==> config.mk <==
export PLATFORM = sky130hd
export DESIGN_NAME = ps2_write
export DESIGN_NICKNAME = d
export VERILOG_FILES = /design/src/rtl/ps2_pkg.sv /design/src/rtl/ps2_filter.sv /design/src/rtl/ps2_write.sv
export SDC_FILE = /design/constraint.sdc
export NUM_CORES = 1
export LEC_CHECK = 0
export ABC_AREA = 0
export BUFFER_PORTS_ARGS = -buffer_cell sky130_fd_sc_hd__buf_2
export CAP_MARGIN = 25
export CORE_MARGIN = 2
export CORE_UTILIZATION = 35
export DETAILED_ROUTE_END_ITERATION = 8
export PLACE_DENSITY = 0.48
export SETUP_SLACK_MARGIN = 0.15
export SYNTH_ARGS = -nofsm -noshare
export SYNTH_HDL_FRONTEND = slang
export SYNTH_SLANG_ARGS = --single-unit
==> constraint.sdc <==
create_clock -name clk_25 -period 3.1 [get_ports clk_25]
set_input_delay 0.62 -clock clk_25 [delete_from_list [all_inputs] [get_ports clk_25]]
set_output_delay 0.62 -clock clk_25 [all_outputs]
set_load 0.02 [all_outputs]
==> src/rtl/ps2_pkg.sv <==
// ps2_pkg: shared PS/2 definitions for the keyboard front end.
// Holds the transmitter state encoding, the host-to-device frame length and
// the default timing constants (25 MHz clock) used by the receiver and transmitter.
package ps2_pkg;
    typedef enum logic [2:0] {
        IDLE,
        INHIBIT,
        START,
        WAIT_EDGE,
        ACK,
        WAIT_IDLE,
        ERR
    } ps2_tx_state_t;

    localparam int FRAME_BITS      = 10;
    localparam int INHIBIT_CYC_DEF = 2600;
    localparam int TIMEOUT_CYC_DEF = 50000;
    localparam int FILT_LEN_DEF    = 8;
endpackage

==> src/rtl/ps2_filter.sv <==
// ps2_filter: glitch filter for one PS/2 line.
// Ports: clk_25 system clock, rst sync active-high reset, raw line input,
// filt filtered level (changes only after FILT_LEN identical samples; idles high).
module ps2_filter
    import ps2_pkg::*;
#(
    parameter int FILT_LEN = FILT_LEN_DEF
) (
    input  logic clk_25,
    input  logic rst,
    input  logic raw,
    output logic filt
);
    logic [FILT_LEN-1:0] sr;

    always_ff @(posedge clk_25) begin
        if (rst) begin
            sr   <= '1;
            filt <= 1'b1;
        end else begin
            sr   <= {sr[FILT_LEN-2:0], raw};
            filt <= &sr ? 1'b1 : ~|sr ? 1'b0 : filt;
        end
    end
endmodule

==> src/rtl/ps2_write.sv <==
// ps2_write: host-to-device PS/2 transmitter (request-to-send, data, parity, stop, ACK check).
// Ports: clk_25 clock, rst sync active-high reset; tx_data/tx_valid/tx_ready byte request
// handshake; PS2C/PS2D raw line readback; ps2c_low/ps2d_low open-collector pull-down
// requests for the top-level tristates; busy (not idle), done/err one-cycle result pulses.
module ps2_write
    import ps2_pkg::*;
#(
    parameter int INHIBIT_CYC = INHIBIT_CYC_DEF,
    parameter int TIMEOUT_CYC = TIMEOUT_CYC_DEF,
    parameter int FILT_LEN    = FILT_LEN_DEF
) (
    input  logic       clk_25,
    input  logic       rst,
    input  logic [7:0] tx_data,
    input  logic       tx_valid,
    output logic       tx_ready,
    input  logic       PS2C,
    input  logic       PS2D,
    output logic       ps2c_low,
    output logic       ps2d_low,
    output logic       busy,
    output logic       done,
    output logic       err
);
    localparam int TMAX = INHIBIT_CYC > TIMEOUT_CYC ? INHIBIT_CYC : TIMEOUT_CYC;
    localparam int TW   = $clog2(TMAX + 1);

    ps2_tx_state_t         state, state_n;
    logic [FRAME_BITS-1:0] frame;
    logic [3:0]            cnt;
    logic [TW-1:0]         timer;
    logic                  c_filt, d_filt, c_prev, fall, tmo, accept, dreg;

    ps2_filter #(.FILT_LEN(FILT_LEN)) u_filt_c (.clk_25(clk_25), .rst(rst), .raw(PS2C), .filt(c_filt));
    ps2_filter #(.FILT_LEN(FILT_LEN)) u_filt_d (.clk_25(clk_25), .rst(rst), .raw(PS2D), .filt(d_filt));

    assign fall     = c_prev & ~c_filt;
    // a device edge in the same cycle as the deadline wins over the timeout
    assign tmo      = ~fall & (timer == TW'(TIMEOUT_CYC - 1));
    assign tx_ready = state == IDLE;
    assign accept   = tx_valid & tx_ready;
    assign busy     = ~tx_ready;
    assign ps2c_low = state == INHIBIT || state == START;
    assign ps2d_low = state == START || dreg;
    assign done     = state == WAIT_IDLE && c_filt && d_filt;
    assign err      = state == ERR;

    always_comb begin
        state_n = state;
        case (state)
            IDLE:      state_n = accept ? INHIBIT : IDLE;
            INHIBIT:   state_n = timer == TW'(INHIBIT_CYC - 1) ? START : INHIBIT;
            START:     state_n = WAIT_EDGE;
            WAIT_EDGE: state_n = fall && cnt == 4'(FRAME_BITS - 1) ? ACK : tmo ? ERR : WAIT_EDGE;
            ACK:       state_n = fall ? (d_filt ? ERR : WAIT_IDLE) : tmo ? ERR : ACK;
            WAIT_IDLE: state_n = c_filt && d_filt ? IDLE : tmo ? ERR : WAIT_IDLE;
            ERR:       state_n = IDLE;
            default:   state_n = IDLE;
        endcase
    end

    always_ff @(posedge clk_25) begin
        if (rst) begin
            state  <= IDLE;
            frame  <= '0;
            cnt    <= '0;
            timer  <= '0;
            c_prev <= 1'b1;
            dreg   <= 1'b0;
        end else begin
            state  <= state_n;
            c_prev <= c_filt;
            // our own clock pull during INHIBIT filters into a fall; it must not stretch the inhibit
            timer  <= (state == IDLE || state == START || (fall && state != INHIBIT)) ? '0 : timer + 1'b1;
            // start bit held from START until the first device fall, then one frame bit per fall;
            // the line is released whenever the next state is not WAIT_EDGE (stop bit, ERR, ACK)
            dreg   <= state_n != WAIT_EDGE ? 1'b0 : state == START ? 1'b1 : fall ? ~frame[cnt] : dreg;
            if (accept) begin
                frame <= {1'b1, ~^tx_data, tx_data};
                cnt   <= '0;
            end else if (state == WAIT_EDGE && fall) begin
                cnt <= cnt + 4'd1;
            end
        end
    end
endmodule

==> key figures, run 1 <==
Global routing
  – GRT Max-Usage Layer: met2
  – Met1 usage: between 10% and 20%
  – Met2 Use GR: 20.1%
  – Initial antenna violation count: 0
  – Met3 GRT Util: between 3 and 4%
  – GRT Total Usage: 13.0%
  – Largest net degree at the start of global routing: 37
  – Vias in the first global route: 1,647
  – First-pass GRT wire length: 7.71 mm
  – Gr ovfl total: 0

Critical path
  – Crit end category: output pin
  – CP Data Required Time: between 2000 and 2500 ps
  – Setup CP Type: flop to output pin
  – Max FO, Critical Path: 10
  – CP startpoint kind: flop
  – Critical Path AT: 1580 ps

Clock network
  – Clk buf depth: 2
  – Setup bufs post-CTS: 0
  – CTS H-tree depth: 2
  – Worst skew pair latency: 310 ps
  – CTS tree: built
  – Root buffer cell: clkbuf_8
  – Post-CTS resize count: 0
  – TritonCTS buffer count: 5
  – Hold Buf Count CTS: 0
  – CTS sink count: 53
  – CTS clock-pin slew for the worst setup and hold paths: 100 ps

Floorplanning
  – Horizontal die dimension: slightly below 90 µm
  – Initial Util: between 30 and 40%
  – Die height: roughly 87 µm
  – Core Rows: 30
  – Core Region: 0.00668 mm²
  – Die area: 0.00750 mm²
  – I/O pins: 19

Synthesis
  – Register area share after synthesis: about 44%
  – Post-synth EDFFs: 0
  – Synth Flop Type: dfxtp_1
  – Top post-synthesis cells by area: dfxtp_1, xnor2_1, nor2_1
  – Ys async rst share: 0%
  – Cells after Synth: between 200 and 300
  – Avg Inst Size Synth: 8.97 µm²
  – Synth Net Count: 282
  – Yosys top cell by area: dfxtp_1
  – FF+latch count, synth: 53
  – Synth top area share: 44.4%
  – Synth unique cells: 51
  – Area of the mapped netlist: 0.00239 mm²
  – Ys Warns: 0

Timing
  – Slew Limit Fails: 0
  – Final period util: 70.9%
  – Final min period: 2200 ps
  – Slew headroom: 60.3%
  – Fmax: 455 MHz
  – Worst Setup Slack, final: 901 ps
  – Final setup viols: 0
  – Setup_tns: 0 ps
  – Final hold vios: 0
  – Final Skew: 8.60 ps
  – Unrepaired setup endpoints after global routing: false
  – Least-Margin Pin Slew: 595 ps

Placed design
  – Gpl congestion: 0.765
  – Port buffer count: 18
  – Dpl ws: ~1200 ps
  – Dpl hpwl: between 3 and 4 mm

Routing
  – Post-DR wirelength/cell: 12.3 µm
  – Remaining design rule violation count: 0
  – Via-to-Cell Ratio: between 4 and 5
  – Starting DRT DRC Count: between 70 and 80
  – Aggregate routed wire length: about 4.4 mm
  – Via count: approximately 1,700
  – Number of detailed-route iterations in the first pass: 4
  – Post-route ant nets: 0

Run status
  – Status: completed

Finish
  – Final nets: 294
  – Area delta synth->final: 8.28%
  – Antenna diodes: 0
  – Share of cells above drive strength 1: 20.1%

Pwr
  – Sequential power share: 59.6%
  – Clock share of power: 33.7%
  – Switching power: slightly below 300 µW
  – Sw Ratio: 24.5%
  – Power Total: 1.18 mW
  – Cell Int Power: 894 µW
  – Comb pwr share: 6.7%
  – Power per Cell Area: 458 mW/mm²
  – Max VDD drop: 0.225 mV
  – Leak Pwr: 0.937 nW

Run
  – Max_cap viols: 0

Worst hold path
  – Worst Hold Class: flop to flop
==> metrics by stage <==
step	hold WS (ps)	util [%]	instance area, µm²	instances
final	454	38.7	2580	359
after global routing	468	38.7	2580	359
after CTS	461	38.7	2580	359
after detailed placement	432	37.3	2490	351
after global placement	427	37.3	2490	351
after floorplan	407	-	2390	266
==> layout make-up <==
| class | count | area [µm²] |
|---|---|---|
| Fill cell | 698 | 4100 |
| Tap cell | 80 | 100 |
| Clock inverter | 3 | 25.0 |
| Sequential cell | 53 | 1060 |
| Clock buffer | 5 | 68.8 |
| Inverter | 5 | 18.8 |
| Timing Repair Buffer | 18 | 90.1 |
| Multi-Input combinational cell | 195 | 1220 |
==> worst max-delay path, stage by stage (launching register included) <==
cell and delay (ps):
dfxtp_1 520, or2b_1 290, nor2_1 160, or2_2 140
buf_2 150
==> sequential cells by signal, summed over array words and instances (netlist names), 3 cells and up <==
signal       count
state            3
timer           16
cnt              4
frame           10
u_filt_d.sr      8
u_filt_c.sr      8
==> synthesized netlist by cell type, types with 2 or more instances <==
cell type	count
dfxtp_1	53
nor2_1	34
nand2_1	28
or2_2	18
xnor2_1	17
a21oi_1	16
nand4_1	8
nand3_1	7
xor2_1	7
nor3_1	6
clkbuf_1	5
inv_1	5
buf_6	4
o21ai_0	4
a31oi_1	3
and3_1	3
ha_1	3
nand2b_1	3
nand4b_1	3
nor2b_1	3
buf_2	2
mux4_2	2
nor4_1	2
nor4_2	2
or4_1	2
==> metal layers <==
metal | wire, µm | vias to the layer above | part of all wire (%)
li1 | - | 933 | -
met1 | 2280 | 784 | 52
met2 | 1960 | 19 | 44
met3 | 140 | 6 | 3.2
met4 | 48 | 0 | 1.1
met5 | 0 | - | 0
==> placed cells by master, fill, tap and decap left out, types with 2 or more instances in the layout <==
cell      Yosys  layout
a21oi_1      16      16
a31oi_1       3       3
and3_1        3       3
buf_2         2      18
clkbuf_8      0       5
dfxtp_1      53      53
ha_1          3       3
inv_1         5       5
mux4_2        2       2
nand2_1      28      28
nand2b_1      3       3
nand3_1       7       7
nand4_1       8       8
nand4b_1      3       3
nor2_1       34      34
nor2b_1       3       3
nor3_1        6       6
nor4_1        2       2
nor4_2        2       2
o21ai_0       4       4
or2_2        18      18
or4_1         2       2
xnor2_1      17      17
xor2_1        7       7
==> power by group through the flow <==
| stage | sequential (mW) | combinational [mW] | clock, mW |
|---|---|---|---|
| 2_1_floorplan | 0.717 | 0.0632 | 0 |
| 3_3_place_gp | 0.722 | 0.0818 | 0 |
| 3_5_place_dp | 0.722 | 0.0810 | 0 |
| 4_1_cts | 0.706 | 0.0816 | 0.421 |
| 5_1_grt | 0.708 | 0.0899 | 0.452 |
| 6_report | 0.706 | 0.0795 | 0.398 |
==> path summary, 6_finish.rpt <==
kind                                            end  depth (start not counted)  slack (ps)                start
worst max-delay path                       ps2d_low                          4         900  state[1]$_SDFF_PP0_
worst min-delay path            timer[0]$_SDFF_PP0_                          1         450  timer[0]$_SDFF_PP0_
worst max register to register    dreg$_SDFFE_PP0P_                          5        1280  cnt[0]$_SDFFE_PP0P_
worst min register to register  timer[0]$_SDFF_PP0_                          1         450  timer[0]$_SDFF_PP0_
==> logic make-up after synthesis <==
logic type	Yosys count	share of synthesized area (%)
AO/OA/AOI/OAI	35	9.80
XOR/XNOR	24	8.80
adder cells (fa/ha/maj)	3	1.57
buffers and inverters	18	4.40
flip-flops	53	44.4
multiplexers	3	2.36
AND/OR/NAND/NOR	130	28.6
Power figures use the tool's default switching activity.
==> run 2: changes to the inputs <==
==> constraint.sdc (replaced) <==
create_clock -name clk_25 -period 2.1 [get_ports clk_25]
set_input_delay 0.42 -clock clk_25 [delete_from_list [all_inputs] [get_ports clk_25]]
set_output_delay 0.42 -clock clk_25 [all_outputs]
set_load 0.02 [all_outputs]
==> run 2 against run 1 <==
Final cell count is 0.84% higher. Critical path depth stayed put. Count of clock-buffer cells in the layout stayed put. Clock power is 81% higher. Register-to-register slack worse by 990 ps. Combinational power is 55% higher. Sequential power is 47% higher. Sequential share of layout area is 0.67 points lower. Clock skew hardly changed. Critical path type unchanged. Highest routed layer unchanged.
==> key figures, run 2 (same netlist as run 1, synthesis figures left out) <==
Finish
  – Sequential Area: 0.00107 mm² (was 0.00106 mm²)
  – Area delta synth->final: 10.6% (was 8.28%)
  – Commonest non-fill, non-tap cells in the layout: dfxtp_1, nor2_1, nand2_1 (unchanged)
  – Regs by FF count: timer x16, frame x10 (unchanged)
  – Final Instance Count excl. Fillers: 362 (was 359)
  – Footprint of the multi-input gates: 0.00123 mm² (was 0.00122 mm²)
  – Final nets: 297 (was 294)
  – Max FFs per register: 16 (unchanged)
  – Design Area, Final: 0.00264 mm² (was 0.00258 mm²)
  – Register with the most flip-flops: timer (unchanged)
  – Share of cells above drive strength 1: 22.3% (was 20.1%)
  – # fillers: 720 (was 698)
  – Commonest non-fill, non-tap cell in the layout: dfxtp_1 (unchanged)
  – Antenna diodes: 0 (unchanged)

Routing
  – Remaining design rule violation count: 0 (unchanged)
  – Post-DR wirelength/cell: 12.7 µm (was 12.3 µm)
  – Post-route ant nets: 0 (unchanged)
  – Via count: 1,754 (was 1,742)
  – Via-to-Cell Ratio: 4.85 (about the same)
  – Starting DRT DRC Count: 69 (was 74)
  – Aggregate routed wire length: 4.61 mm (was 4.43 mm)
  – Number of detailed-route iterations in the first pass: 4 (unchanged)

Worst hold path
  – Min-Delay Endpoint: u_filt_d.sr[0]$_SDFF_PP1_ (was timer[0]$_SDFF_PP0_)
  – Min-delay src: PS2D (was timer[0]$_SDFF_PP0_)
  – Worst Hold Class: input port to flop (was flop to flop)
  – Hold path cells: 2 (was 1)

Critical path
  – Reg2reg end: dreg$_SDFFE_PP0P_ (unchanged)
  – CP startpoint kind: flop (unchanged)
  – Critical Path AT: 1450 ps (was 1580 ps)
  – RR Startpoint: cnt[0]$_SDFFE_PP0P_ (unchanged)
  – Crit end category: output pin (unchanged)
  – Slowest CP cell: dfxtp_2 (was dfxtp_1)
  – R2R depth: 5 (unchanged)
  – Crit path from: state[2]$_SDFF_PP0_ (was state[1]$_SDFF_PP0_)
  – CP Cell Sequence: or2b_1 > nor2_2 > or2_2 > buf_2 (was or2b_1 > nor2_1 > or2_2 > buf_2)
  – CP Data Required Time: 1680 ps (was 2480 ps)
  – Max FO, Critical Path: 11 (was 10)
  – Setup CP Type: flop to output pin (unchanged)
  – Reg2reg setup slack: 290 ps (was 1280 ps)
  – Critical Path Max Stage Delay: 460 ps (was 520 ps)

Run
  – Max_cap viols: 0 (unchanged)

Timing
  – Least-Margin Pin Slew: 517 ps (was 595 ps)
  – Slew Limit Fails: 0 (unchanged)
  – Final period util: approximately nine tenths
  – Final hold vios: 0 (unchanged)
  – Hold_ws: 286 ps (was 454 ps)
  – Final Skew: 8.50 ps (was 8.60 ps)
  – Unrepaired setup endpoints after global routing: true (was false)
  – Worst Setup Slack, final: 227 ps (was 901 ps)
  – Final setup viols: 0 (unchanged)
  – Slew headroom: 65.5% (was 60.3%)
  – Final min period: roughly 1900 ps
  – Fmax: 534 MHz
  – Setup_tns: 0 ps (unchanged)

Placed design
  – Dpl ws: 304 ps (was 1160 ps)
  – Port buffer count: 18 (unchanged)
  – Gpl congestion: 0.752 (was 0.765)
  – Placed cells: 354 (was 351)
  – Placed Area: 0.00251 mm² (was 0.00249 mm²)
  – Dpl hpwl: 3.28 mm (was 3.11 mm)

Clock network
  – Clk buf depth: 2 (unchanged)
  – CTS H-tree depth: 2 (unchanged)
  – Root buffer cell: clkbuf_8 (unchanged)
  – Post-CTS resize count: 3 (was 0)
  – CTS clock-pin slew for the worst setup and hold paths: 100 ps (about the same)
  – Setup bufs post-CTS: 0 (unchanged)
  – CTS sink count: 53 (unchanged)
  – TritonCTS buffer count: 5 (unchanged)
  – Worst skew pair latency: 310 ps (about the same)
  – CTS tree: built (unchanged)
  – Hold Buf Count CTS: 0 (unchanged)

Floorplanning
  – Core Region: 0.00668 mm² (unchanged)
  – Die area: 0.00750 mm² (unchanged)
  – Core Rows: 30 (unchanged)
  – I/O pins: 19 (unchanged)
  – Initial Util: 35.7% (unchanged)
  – Die height: 86.6 µm (unchanged)
  – Horizontal die dimension: 86.6 µm (unchanged)

Pwr
  – Power per Cell Area: 713 mW/mm² (was 458 mW/mm²)
  – Comb pwr share: 6.6% (was 6.7%)
  – Switching power: 437 µW (was 290 µW)
  – Max VDD drop: 0.385 mV (was 0.225 mV)
  – Leak Pwr: 0.970 nW (was 0.937 nW)
  – Cell Int Power: 1.44 mW (was 894 µW)
  – Sequential power share: 55.2% (was 59.6%)
  – Clock share of power: 38.2% (was 33.7%)
  – Sw Ratio: 23.2% (was 24.5%)

Global routing
  – Gr ovfl total: 0 (unchanged)
  – Vias in the first global route: 1,690 (was 1,647)
  – GRT Total Usage: 13.5% (was 13.0%)
  – First-pass GRT wire length: 8.08 mm (was 7.71 mm)
  – Largest net degree at the start of global routing: 22 (was 37)
  – Initial antenna violation count: 0 (unchanged)

Run status
  – Status: completed (unchanged)
[run 2: layout make-up]
class	count	share of cell area, %
multi-input combinational	195	46.4
inverter	5	0.711
timing repair buffer	21	4.27
clock buffer	5	2.61
clock inverter	3	1.80
sequential	53	40.4
tap	80	3.79
[run 2: worst max-delay path by stage]
stage                              endpoint  cells after the start  slack (ps)
after floorplan           dreg$_SDFFE_PP0P_                      6         290
after global placement    dreg$_SDFFE_PP0P_                      5         340
after detailed placement  dreg$_SDFFE_PP0P_                      5         300
after CTS                          ps2d_low                      4         160
after global routing               ps2d_low                      4         130
final                              ps2d_low                      4         230
[run 2: routing by layer]
metal / vias up / GRT usage, % / wire length [µm]
li1: 940 / - / -
met1: 801 / 19.2 / 2380
met2: 11 / 20.7 / 2110
met3: 2 / 2.86 / 90
met4: 0 / 3.84 / 25
met5: - / 0 / 0
[run 2: worst max-delay path, delay by kind of cell, from the launching register on]
kind	cells	cell delay [ps]
buffers and inverters	1	160
and+or+nand+nor	3	520
DFF	1	460
[run 2: power groups by stage]
| stage | Clock [mW] | Sequential (mW) | Combinational (mW) |
|---|---|---|---|
| after floorplan | 0 | 1.06 | 0.0933 |
| after global placement | 0 | 1.06 | 0.126 |
| after global routing | 0.798 | 1.04 | 0.142 |
| final | 0.719 | 1.04 | 0.123 |
| after CTS | 0.758 | 1.04 | 0.126 |
| after detailed placement | 0 | 1.06 | 0.125 |
[run 2: metrics by stage]
step	utilization, %	power [mW]
2_1_floorplan	-	1.15
3_3_place_gp	37.6	1.19
3_5_place_dp	37.6	1.19
4_1_cts	39.4	1.92
5_1_grt	39.5	1.98
6_report	39.5	1.88
==> run 3: changes to the inputs <==
--- a/config.mk
+++ b/config.mk
@@ -8,10 +8,12 @@
 export ABC_AREA = 0
 export BUFFER_PORTS_ARGS = -buffer_cell sky130_fd_sc_hd__buf_2
 export CAP_MARGIN = 25
+export CELL_PAD_IN_SITES_DETAIL_PLACEMENT = 0
+export CELL_PAD_IN_SITES_GLOBAL_PLACEMENT = 1
 export CORE_MARGIN = 2
 export CORE_UTILIZATION = 35
 export DETAILED_ROUTE_END_ITERATION = 8
-export PLACE_DENSITY = 0.48
+export PLACE_DENSITY = 0.6
 export SETUP_SLACK_MARGIN = 0.15
 export SYNTH_ARGS = -nofsm -noshare
 export SYNTH_HDL_FRONTEND = slang
==> run 3 against run 2 <==
First-iteration DRC count down 42%. Count of clock-buffer cells in the layout unchanged. Sequential share of layout area up 0.32 points. Fmax up 0.84%. Die area unchanged. Sequential cell count unchanged. Clock skew about the same. Combinational power about the same. Routed wire length up 1.9%. Cell area down 0.66%. Critical endpoint unchanged.
==> key figures, run 3 (same netlist as run 1, synthesis figures left out) <==
Routing
  – Via count: 1,767 (was 1,754)
  – Via-to-Cell Ratio: 4.87 (was 4.85)
  – Post-DR wirelength/cell: 12.9 µm (was 12.7 µm)
  – Aggregate routed wire length: 4.70 mm (was 4.61 mm)
  – Remaining design rule violation count: 0 (unchanged)
  – Number of detailed-route iterations in the first pass: 4 (unchanged)
  – Starting DRT DRC Count: 40 (was 69)
  – Post-route ant nets: 0 (unchanged)

Floorplanning
  – Core Rows: 30 (unchanged)
  – I/O pins: 19 (unchanged)
  – Initial Util: 35.7% (unchanged)
  – Core Region: 0.00668 mm² (unchanged)
  – Horizontal die dimension: 86.6 µm (unchanged)
  – Die height: 86.6 µm (unchanged)
  – Die area: 0.00750 mm² (unchanged)

Critical path
  – Slowest CP cell: dfxtp_2 (unchanged)
  – Family with the most delay on the worst path: simple AND/OR/NAND/NOR gates (unchanged)
  – Reg2reg setup slack: 320 ps (was 290 ps)
  – Bufs and invs on worst path: 1 (unchanged)
  – Crit end category: output pin (unchanged)
  – Critical Path Max Stage Delay: 450 ps (was 460 ps)
  – Max FO, Critical Path: 11 (unchanged)
  – Setup CP Type: flop to output pin (unchanged)
  – CP Data Required Time: 1680 ps (about the same)
  – CP startpoint kind: flop (unchanged)
  – Critical Path AT: 1440 ps (was 1450 ps)
  – CP Cell Sequence: or2b_1 > nor2_1 > or2_2 > buf_2 (was or2b_1 > nor2_2 > or2_2 > buf_2)

Timing
  – Final hold vios: 0 (unchanged)
  – Final Skew: 8.79 ps (was 8.50 ps)
  – Final min period: 1860 ps (was 1870 ps)
  – Unrepaired setup endpoints after global routing: true (unchanged)
  – Slew headroom: 65.7% (was 65.5%)
  – Fmax: 538 MHz (was 534 MHz)
  – Final period util: 88.4% (was 89.2%)
  – Setup_tns: 0 ps (unchanged)
  – Least-Margin Pin Slew: 514 ps (was 517 ps)
  – Hold_ws: 295 ps (was 286 ps)
  – Slew Limit Fails: 0 (unchanged)
  – Final setup viols: 0 (unchanged)

Run status
  – Status: completed (unchanged)

Worst hold path
  – Worst Hold Class: input port to flop (unchanged)

Clock network
  – Clk buf depth: 2 (unchanged)
  – CTS sink count: 53 (unchanged)
  – Hold Buf Count CTS: 0 (unchanged)
  – CTS clock-pin slew for the worst setup and hold paths: 100 ps (about the same)
  – Post-CTS resize count: 3 (unchanged)
  – CTS H-tree depth: 2 (unchanged)
  – Setup bufs post-CTS: 0 (unchanged)
  – Worst skew pair latency: 300 ps (was 310 ps)
  – Root buffer cell: clkbuf_8 (unchanged)
  – TritonCTS buffer count: 5 (unchanged)
  – CTS tree: built (unchanged)

Global routing
  – Initial antenna violation count: 0 (unchanged)
  – Gr ovfl total: 0 (unchanged)
  – Vias in the first global route: 1,717 (was 1,690)
  – Largest net degree at the start of global routing: 18 (was 22)
  – First-pass GRT wire length: 8.03 mm (was 8.08 mm)
  – GRT Total Usage: 13.5% (unchanged)

Pwr
  – Max VDD drop: 0.365 mV (was 0.385 mV)
  – Leak Pwr: 0.961 nW (was 0.970 nW)
  – Power per Cell Area: 664 mW/mm² (was 713 mW/mm²)

Placed design
  – Gpl congestion: 0.714 (was 0.752)
  – Dpl hpwl: 3.42 mm (was 3.28 mm)
  – Port buffer count: 18 (unchanged)

Finish
  – Antenna diodes: 0 (unchanged)
  – Area delta synth->final: 9.85% (was 10.6%)
  – Max FFs per register: 16 (unchanged)
  – # fillers: 722 (was 720)
  – Regs by FF count: timer x16, frame x10 (unchanged)
  – Final nets: 298 (was 297)
  – Share of cells above drive strength 1: 22.6% (was 22.3%)
  – Commonest non-fill, non-tap cell in the layout: dfxtp_1 (unchanged)
  – Register with the most flip-flops: timer (unchanged)
  – Commonest non-fill, non-tap cells in the layout: dfxtp_1, nor2_1, nand2_1 (unchanged)

Run
  – Max_cap viols: 0 (unchanged)
-- run 3: changes by cell type in the layout (fill, tap and decap cells not counted), sizes merged --
cell and change:
buf +1, bufinv -1, clkinv +1, clkinvlp +1, inv -1
-- run 3: final timing paths --
check,from,depth (start not counted),end
setup / recovery,state[2]$_SDFF_PP0_,4,ps2d_low
hold / removal,PS2C,2,u_filt_c.sr[0]$_SDFF_PP1_
setup reg to reg,cnt[0]$_SDFFE_PP0P_,5,dreg$_SDFFE_PP0P_
hold reg to reg,timer[0]$_SDFF_PP0_,1,timer[0]$_SDFF_PP0_
-- run 3: cell type report --
| cell class | instances | area [µm²] | area share (%) |
|---|---|---|---|
| clock buffers | 5 | 68.8 | 2.62 |
| clock inverters | 3 | 21.3 | 0.811 |
| inverters | 5 | 18.8 | 0.716 |
| multi-input cells | 195 | 1230 | 46.8 |
| flip-flops and latches | 53 | 1070 | 40.7 |
| well taps | 80 | 100 | 3.82 |
| repair buffers | 22 | 120 | 4.58 |
-- run 3: worst register-to-register path, stage by stage (launching register included) --
cell and delay (ps):
dfxtp_1 520, mux4_2 550, a221oi_1 320, nor4b_1 100
nor2_1 110, o211a_1 130
-- run 3: metal layers --
layer / vias to the layer above / track usage [%] / wire length (µm) / share of wire [%]
met4: 0 / 4.26 / 59 / 1.3
li1: 941 / - / - / -
met3: 4 / 2.57 / 87 / 1.9
met5: - / 0 / 0 / 0
met2: 11 / 22.6 / 2180 / 46
met1: 811 / 17.6 / 2370 / 51
-- run 3: power by group --
part           internal, mW  switching, mW
logic                0.0565         0.0655
clock network         0.237          0.341
registers              1.03         0.0162
-- run 3: per-stage QoR --
| step | power [mW] | area, µm² | cells | utilization (%) | worst slack, ps |
|---|---|---|---|---|---|
| after floorplan | 1.15 | 2390 | 266 | - | 293 |
| after global placement | 1.19 | 2520 | 355 | 37.7 | 382 |
| after detailed placement | 1.19 | 2520 | 355 | 37.7 | 354 |
| after CTS | 1.78 | 2620 | 363 | 39.1 | 194 |
| after global routing | 1.84 | 2620 | 363 | 39.3 | 144 |
| final | 1.74 | 2620 | 363 | 39.3 | 243 |
